**src/rtl/next_pc_ctrl_pkg.sv**
```systemverilog
// Shared CPU constants for the fetch-stage PC path.
//   pc_sel_e   : PC register select codes (PC+4, branch, jump, JR)
//   state_e    : next_pc_ctrl redirect state (RUN, PEND)
//   redirect_t : resolved redirect {valid, kind, target}
package next_pc_ctrl_pkg;

  typedef enum logic [1:0] {
    SEL_JR  = 2'b00,
    SEL_BR  = 2'b01,
    SEL_PC4 = 2'b10,
    SEL_JAL = 2'b11
  } pc_sel_e;

  typedef enum logic {
    RUN  = 1'b0,
    PEND = 1'b1
  } state_e;

  typedef struct packed {
    logic        valid;
    pc_sel_e     kind;
    logic [31:0] target;
  } redirect_t;

endpackage

```
**src/rtl/next_pc_ctrl_redirect_prio.sv**
```systemverilog
// Combinational priority encoder for EX-stage control-flow requests.
// The priority is JR first, then J/JAL, then taken branch.
//   br_taken/br_target   : conditional branch request and target
//   jmp_req/jmp_target   : J/JAL request and target
//   jr_req/jr_target     : JR/JALR request and target
//   redir                : {valid, winning kind, winning target}
module redirect_prio
  import next_pc_ctrl_pkg::*;
(
  input  logic        br_taken,
  input  logic [31:0] br_target,
  input  logic        jmp_req,
  input  logic [31:0] jmp_target,
  input  logic        jr_req,
  input  logic [31:0] jr_target,
  output redirect_t   redir
);

  always_comb begin
    redir.valid  = 1'b0;
    redir.kind   = SEL_PC4;
    redir.target = '0;
    if (jr_req) begin
      redir.valid  = 1'b1;
      redir.kind   = SEL_JR;
      redir.target = jr_target;
    end else if (jmp_req) begin
      redir.valid  = 1'b1;
      redir.kind   = SEL_JAL;
      redir.target = jmp_target;
    end else if (br_taken) begin
      redir.valid  = 1'b1;
      redir.kind   = SEL_BR;
      redir.target = br_target;
    end
  end

endmodule

```
**src/rtl/next_pc_ctrl.sv**
```systemverilog
// Fetch-stage PC control: advances, holds or redirects the PC register.
// A redirect that meets an instruction-memory stall is captured and
// replayed on the first unstalled cycle.
//   CLK, RST                 : clock, synchronous active-high reset
//   BrTaken/JmpReq/JrReq     : EX-stage redirect requests
//   BrTarget/JmpTarget/JrTarget : EX-stage redirect targets
//   IMemStall, HazStall      : fetch stall sources
//   PC_Sel, PC_EN            : PC register select code and write enable
//   PC_Branch, PC_JAL, JR    : PC register target buses
//   Flush_IF                 : squash the instruction in IF
//   RedirCount               : applied redirects since reset (wraps)
module next_pc_ctrl
  import next_pc_ctrl_pkg::*;
(
  input  logic        CLK,
  input  logic        RST,
  input  logic        BrTaken,
  input  logic [31:0] BrTarget,
  input  logic        JmpReq,
  input  logic [31:0] JmpTarget,
  input  logic        JrReq,
  input  logic [31:0] JrTarget,
  input  logic        IMemStall,
  input  logic        HazStall,
  output logic [1:0]  PC_Sel,
  output logic        PC_EN,
  output logic [31:0] PC_Branch,
  output logic [31:0] PC_JAL,
  output logic [31:0] JR,
  output logic        Flush_IF,
  output logic [31:0] RedirCount
);

  state_e      state;
  pc_sel_e     pend_kind;
  logic [31:0] pend_target;
  logic [31:0] redir_cnt;
  redirect_t   live;
  pc_sel_e     sel;

  redirect_prio u_prio (
    .br_taken  (BrTaken),
    .br_target (BrTarget),
    .jmp_req   (JmpReq),
    .jmp_target(JmpTarget),
    .jr_req    (JrReq),
    .jr_target (JrTarget),
    .redir     (live)
  );

  always_comb begin
    sel       = SEL_PC4;
    PC_EN     = 1'b0;
    Flush_IF  = 1'b0;
    PC_Branch = BrTarget;
    PC_JAL    = JmpTarget;
    JR        = JrTarget;
    if (!RST) begin
      unique case (state)
        RUN: begin
          if (live.valid) begin
            // A live redirect overrides HazStall; only IMemStall defers it.
            if (!IMemStall) begin
              sel      = live.kind;
              PC_EN    = 1'b1;
              Flush_IF = 1'b1;
            end
          end else begin
            PC_EN = ~(IMemStall | HazStall);
          end
        end
        PEND: begin
          // EX is frozen on the same instruction, so live requests are ignored.
          sel      = pend_kind;
          PC_EN    = ~IMemStall;
          Flush_IF = ~IMemStall;
          unique case (pend_kind)
            SEL_BR:  PC_Branch = pend_target;
            SEL_JAL: PC_JAL    = pend_target;
            SEL_JR:  JR        = pend_target;
            default: ;
          endcase
        end
        default: ;
      endcase
    end
  end

  assign PC_Sel     = sel;
  assign RedirCount = redir_cnt;

  always_ff @(posedge CLK) begin
    if (RST) begin
      state       <= RUN;
      pend_kind   <= SEL_PC4;
      pend_target <= '0;
      redir_cnt   <= '0;
    end else begin
      // Flush_IF marks exactly the cycles in which a redirect is applied.
      if (Flush_IF)
        redir_cnt <= redir_cnt + 32'd1;
      unique case (state)
        RUN: begin
          if (live.valid && IMemStall) begin
            state       <= PEND;
            pend_kind   <= live.kind;
            pend_target <= live.target;
          end
        end
        PEND: begin
          if (!IMemStall) begin
            state       <= RUN;
            pend_kind   <= SEL_PC4;
            pend_target <= '0;
          end
        end
        default: state <= RUN;
      endcase
    end
  end

endmodule

```
**config.mk**
```make
export PLATFORM = sky130hd
export DESIGN_NAME = next_pc_ctrl
export DESIGN_NICKNAME = d
export VERILOG_FILES = /design/src/rtl/next_pc_ctrl_pkg.sv /design/src/rtl/next_pc_ctrl_redirect_prio.sv /design/src/rtl/next_pc_ctrl.sv
export SDC_FILE = /design/constraint.sdc
export NUM_CORES = 1
export LEC_CHECK = 0
export ABC_AREA = 1
export CAP_MARGIN = 20
export CELL_PAD_IN_SITES_DETAIL_PLACEMENT = 1
export CELL_PAD_IN_SITES_GLOBAL_PLACEMENT = 1
export CORE_MARGIN = 10
export CORE_UTILIZATION = 25
export DETAILED_ROUTE_END_ITERATION = 8
export GPL_TIMING_DRIVEN = 0
export HOLD_SLACK_MARGIN = 0.12
export PLACE_DENSITY_LB_ADDON = 0.15
export SETUP_SLACK_MARGIN = 0.3
export SYNTH_ARGS = -nofsm -noshare
export SYNTH_HDL_FRONTEND = slang
export SYNTH_HIERARCHICAL = 1
export SYNTH_SLANG_ARGS = --single-unit
```
**constraint.sdc**
```tcl
create_clock -name CLK -period 1.55 [get_ports CLK]
set_input_delay 0.155 -clock CLK [delete_from_list [all_inputs] [get_ports CLK]]
set_output_delay 0.155 -clock CLK [all_outputs]
set_load 0.03 [all_outputs]
```
==> results of run 1 <==
flip-flops by register name (all words and copies together), names as in the netlist:
| name | cells |
|---|---|
| RedirCount | 32 |
| pend_kind | 2 |
| pend_target | 32 |
| state | 1 |
logic make-up after synthesis:
kind of cell	synth area share, %
AO/OA/AOI/OAI	15.6
XOR/XNOR	0.166
adder cells (fa/ha/maj)	0.237
buffers and inverters	11.2
flip-flops	25.4
AND/OR/NAND/NOR	47.4
worst paths after layout:
check | endpoint | slack [ns] | depth (start not counted)
max | PC_JAL[2] | -0.28 | 8
min | RedirCount[0] | 0.28 | 5
max reg2reg | pend_target[2] | -0.19 | 10
min reg2reg | RedirCount[11] | 0.51 | 1
report_power, final:
| part | internal [mW] | switching [mW] |
|---|---|---|
| logic | 1.23 | 1.49 |
| registers | 1.79 | 0.0282 |
| clock network | 1.56 | 0.845 |
routing by layer:
| metal | vias up | track usage, % |
|---|---|---|
| met4 | 2 | 5.83 |
| li1 | 3633 | - |
| met3 | 48 | 4.21 |
| met2 | 207 | 39.1 |
| met1 | 3721 | 26.1 |
| met5 | - | 0 |
what timing repair did:
item,CTS,global route
gates cloned,18,9
buffers inserted,24,14
pin swaps,17,45
endpoints found under the setup margin,199,191
gates resized for setup,895,214
critical path, cell delays in order, from the launching register on:
cell       delay, ns
dfxtp_2         0.33
buf_6           0.13
nand2_8         0.07
clkinv_8        0.08
nand3_4         0.08
buf_12          0.17
clkbuf_16       0.18
o21ai_4         0.15
buf_6           0.14
layout by cell type, fill, tap and decap left out, types with 14 or more instances in the layout:
cell               n
buf_8             15
buf_4             22
o21ai_4           97
nor2_1           190
buf_6            120
nand3_2           17
inv_1             63
dlymetal6s2s_1    20
a21oi_1           23
nor2_4            14
buf_2             15
nand2_1          178
dfxtp_2           23
clkdlybuf4s50_1   97
clkbuf_16         38
or2_4             18
nand3_1           28
nand2_2           63
nand2_4           39
a21oi_2           27
nand3_4           16
dfxtp_1           40
metrics by stage:
| step | setup slack [ns] | hold slack [ns] | instance area (um2) | instances | power [mW] |
|---|---|---|---|---|---|
| finish | -0.279 | 0.282 | 12100 | 1537 | 6.94 |
| global route | -0.336 | 0.307 | 12100 | 1536 | 7.21 |
| CTS | -0.301 | 0.281 | 11000 | 1513 | 6.66 |
| detailed placement | -0.931 | 0.483 | 9470 | 1456 | 3.98 |
| global placement | -0.940 | 0.473 | 9470 | 1456 | 3.95 |
| floorplan | 0.175 | 0.286 | 6810 | 950 | 3.13 |
final cells by class:
cell class                      count  share of cell area [%]
Clock inverter                      5                   0.839
Clock buffer                       10                    1.90
Buffer                             56                    6.65
Tap cell                          275                    2.85
Sequential cell                    67                    11.5
Timing Repair Buffer              292                    27.9
Multi-Input combinational cell    759                    45.8
Antenna cell                        1                  0.0207
Inverter                           72                    2.56
==> summary.txt, run 1 <==
Cells and area
  • Area delta synth->final: 128%
  • Register area: 0.00139 mm2
  • Nets: 1361
  • Final Util: 57.8%
  • Fillers: 2435
  • Multi-input logic area: 0.00553 mm2
  • Layout cells sized above 1: 46.6%

Drt
  • Wirelength per Cell: 21.5 um
  • Metal-1 WL: 13700 um
  • DR iter-0 viols: 332
  • Vias per std cell: 4.95
  • Drt pass-1 iters: 5
  • DRT Wirelength: 33000 um
  • Post-route ant nets: 0
  • Top layer in use: met5
  • Metal3 WL: 1970 um
  • Drt drc: 0
  • Wire length on met2: 16700 um
  • Via count: 7611

Run status
  • Failing checks: negative setup slack
  • Status: complete, but fails checks

Synth
  • Distinct cells, synth: 36
  • Synth Cell Area: between 0.005 and 0.006 mm2
  • Top-count cell post-synth: nand2_1
  • Asr flop ratio synth: 0%
  • Yosys warns: 6
  • Synth top area cells: dfxtp_1 25%, nand2_1 20%, nor2_1 14%
  • Syn nets: between 1000 and 1500
  • Syn_area_per_cell: 5.56 um2
  • Area leader, netlist: dfxtp_1
  • Post-synth EDFFs: 0
  • Sequential share of the synthesized area: 25.4%
  • Synth top cells by count: 281 x nand2_1, 200 x nor2_1, 98 x o21ai_0, 67 x dfxtp_1, 67 x inv_1
  • #FFs+latches synth: 67
  • Ys flop type: dfxtp_1
  • Top cell type's share of synthesized area: about a quarter
  • Cells after synthesis: 950

CTS
  • Clock latency on the worst-skew pair: roughly 0.35 ns
  • Number of hold buffers added after CTS: 0
  • Clock Sinks: 67
  • Clock H-tree levels: 3
  • Clk slew on worst S/H paths: 0.06 ns
  • CTS Buf Count: 9
  • Clock tree buffer depth: 2
  • Root buf cell: clkbuf_16
  • CTS tree: done

Power
  • Peak supply drop: 0.534 mV
  • Leak pwr: 5.10 nW
  • Power Density: 575 mW/mm2

Die
  • Die H: 165 um
  • Die X: approximately 170 um
  • Num rows: 53
  • Core footprint: 0.0209 mm2
  • DIE AREA: 0.0274 mm2
  • Initial Utilization: 25.3%
  • IO Pins: 235

Global route
  • Initial antenna violation count: 1
  • Vias in the first global route: 7797
  • GRT overflow: 0
  • First-pass GRT wire length: 46100 um
  • Total GRT Usage: between 20% and 30%
  • Largest net degree at the start of global routing: 12

Setup path
  • Beginning of the critical path: state
  • CP Launch Type: register
  • R2r startpoint: state
  • Required @ worst endpoint: ~1.4 ns
  • Crit Path Max Fanout: 7
  • Critical path type: reg2out
  • Critical Path AT: 1.67 ns
  • Worst setup EP type: primary output

Placement
  • Post-DP HPWL: 21400 um
  • IO buf count: 231
  • RePlAce Congestion: 0.819

STA
  • Final min period: 1.83 ns
  • Final hold vios: 0
  • RSZ-0062 raised after global routing: true
  • Final period utilization: 118%
  • Slew headroom: 39.3%
  • Final setup fails: around 160
  • Fin Clk Skew: 0.00822 ns
  • Fmax: 547 MHz
  • Fin Setup TNS: -29.45 ns
  • Setup WS post-layout: -0.279 ns
  • Worst slew pin tran: 0.911 ns
  • Max Slew Vio Count: 0

Worst hold path
  • HP Start: RST
  • Hold Path Class: in2reg

Job
  • Max cap viols: 0
(Power assumes the default switching activity.)
==> run 2, diff against run 1 <==
--- a/config.mk
+++ b/config.mk
@@ -9,13 +9,14 @@
 export CAP_MARGIN = 20
 export CELL_PAD_IN_SITES_DETAIL_PLACEMENT = 1
 export CELL_PAD_IN_SITES_GLOBAL_PLACEMENT = 1
-export CORE_MARGIN = 10
+export CORE_MARGIN = 8
 export CORE_UTILIZATION = 25
 export DETAILED_ROUTE_END_ITERATION = 8
 export GPL_TIMING_DRIVEN = 0
 export HOLD_SLACK_MARGIN = 0.12
 export PLACE_DENSITY_LB_ADDON = 0.15
 export SETUP_SLACK_MARGIN = 0.3
+export SKIP_LAST_GASP = 1
 export SYNTH_ARGS = -nofsm -noshare
 export SYNTH_HDL_FRONTEND = slang
 export SYNTH_HIERARCHICAL = 1
==> run 2 against run 1 <==
The run still ends with negative setup slack left; critical path depth unchanged; count of clock-buffer cells in the layout fell by 1; clock power decreased by 18%; sequential power about the same; highest routed layer unchanged; worst hold slack better by 0.058 ns; setup slack got worse by 0.19 ns.
==> summary.txt, run 2 (synthesized netlist as in run 1, its figures left out) <==
Setup path
  • Worst reg-to-reg setup slack: -0.21 ns
  • Critical Path AT: 1.86 ns
  • CP Launch Type: register
  • Crit path to: JR[3]
  • R2r startpoint: state
  • FF-to-FF End: pend_kind[0]
  • Worst setup EP type: primary output
  • Beginning of the critical path: pend_kind[1]
  • Crit Path Max Fanout: 5
  • R2R depth: 10
  • Required @ worst endpoint: roughly 1.4 ns
  • Critical path type: reg2out

Placement
  • IO buf count: 231
  • Post-DP HPWL: 21000 um
  • DP Worst Slack: -0.979 ns
  • Placed Cells: 1456
  • RePlAce Congestion: 0.791
  • Post-Place Cell Area: 0.00947 mm2

STA
  • Worst slew pin tran: about 0.8 ns
  • Max Slew Vio Count: 0
  • Final setup fails: 161
  • Final min period: 2.02 ns
  • Slew headroom: 45.1%
  • Final period utilization: 130%
  • RSZ-0062 raised after global routing: true
  • Fmax: 496 MHz
  • Fin Clk Skew: 0.0138 ns
  • Hold Slack: 0.340 ns
  • Setup WS post-layout: -0.466 ns
  • Fin Setup TNS: -44.48 ns
  • Final hold vios: 0

Cells and area
  • Non-Filler Instances: 1598
  • Area delta synth->final: 139%
  • Commonest non-fill, non-tap cell in the layout: nand2_1
  • Most frequent cells in the layout: 206 x nand2_1, 192 x nor2_1, 148 x buf_6, 97 x o21ai_4, 97 x clkdlybuf4s50_1
  • Nets: 1421
  • Finished Cell Area: 0.0126 mm2
  • Fillers: 2403
  • Layout cells sized above 1: 46.1%

Die
  • Num rows: 53
  • DIE AREA: ~0.026 mm2
  • Die H: 161 um
  • IO Pins: between 200 and 250
  • Core footprint: between 0.02 and 0.025 mm2
  • Die X: 161 um
  • Initial Utilization: 25.3%

Global route
  • Total GRT Usage: about a quarter
  • Initial antenna violation count: 2
  • Vias in the first global route: 8205
  • GRT overflow: 0
  • Largest net degree at the start of global routing: 14
  • First-pass GRT wire length: 48100 um

CTS
  • Clk slew on worst S/H paths: 0.06 ns
  • Clock tree buffer depth: 2
  • Clock Sinks: 67
  • CTS tree: done
  • Number of hold buffers added after CTS: 0
  • Root buf cell: clkbuf_16
  • Clock H-tree levels: 3
  • CTS Buf Count: 9
  • Clock latency on the worst-skew pair: 0.35 ns

Drt
  • Wirelength per Cell: between 20 and 25 um
  • Drt pass-1 iters: 4
  • Vias per std cell: 4.91
  • Post-route ant nets: 0
  • Drt drc: 0
  • DR iter-0 viols: 244
  • Via count: 7846
  • DRT Wirelength: 33800 um

Job
  • Max cap viols: 0

Power
  • Peak supply drop: 0.436 mV
  • Power Density: 513 mW/mm2
  • Leak pwr: 5.58 nW

Worst hold path
  • Hold Path Stages: 5
  • Hold Path Class: in2reg

Run status
  • Failing checks: negative setup slack
  • Status: complete, but fails checks
## run 2: cell count changes in the layout (fill, tap and decap cells not counted), moves of 5 or more
cell,previous run,this run
buf_4,22,39
dlymetal6s2s_1,20,27
nand2_1,178,206
buf_2,15,8
nand3_4,16,9
or2_4,18,12
clkbuf_16,38,33
nand2_2,63,40
buf_6,120,148
nand3_2,17,24
buf_12,12,34
clkbuf_2,2,7
or2_2,1,7
## run 2: power breakdown
part,internal (mW),switching [mW]
logic,1.24,1.46
clock network,1.09,0.882
registers,1.79,0.0280
total,4.12,2.37
## run 2: layout make-up
type	count	area [um2]	share of cell area (%)
multi-input combinational	756	5290	41.9
clock buffer	9	225	1.78
sequential	67	1380	10.9
tap	275	344	2.72
timing repair buffer	355	4240	33.6
buffer	56	791	6.26
clock inverter	7	52.6	0.416
inverter	72	307	2.43
antenna	1	2.50	0.0198
## run 2: through the flow
stage	total power, mW	util [%]
4_1_cts	6.27	54.9
2_1_floorplan	3.13	-
5_1_grt	6.74	60.5
3_5_place_dp	3.97	45.3
6_report	6.49	60.5
3_3_place_gp	3.94	45.3
## run 2: layer usage
metal	vias up	wire length [um]	track usage (%)
met1	3829	14100	27.7
met4	2	782	6.86
met3	50	1510	5.01
met2	217	17400	41.9
met5	-	13	0
li1	3748	-	-
## run 2: how the worst min path moves through the flow
stage                        startpoint       endpoint
after floorplan               IMemStall          state
after global placement    RedirCount[5]  RedirCount[5]
after detailed placement  RedirCount[5]  RedirCount[5]
after CTS                         JrReq   pend_kind[0]
after global routing                RST  RedirCount[0]
final                               RST  RedirCount[0]
## run 2: critical path, cell delays in order, from the launching register on
cell and delay (ns):
dfxtp_4 0.36, nor2_4 0.14, nand3_4 0.14, buf_6 0.17
buf_6 0.12, buf_12 0.11, clkbuf_16 0.16, o21ai_4 0.15
buf_6 0.15
## run 2: what timing repair did
item,in CTS,in global routing
endpoints found under the hold margin,0,0
pin swaps,19,52
setup endpoints to repair,199,198
buffers inserted,71,37
gates resized for setup,825,233
gates cloned,14,3
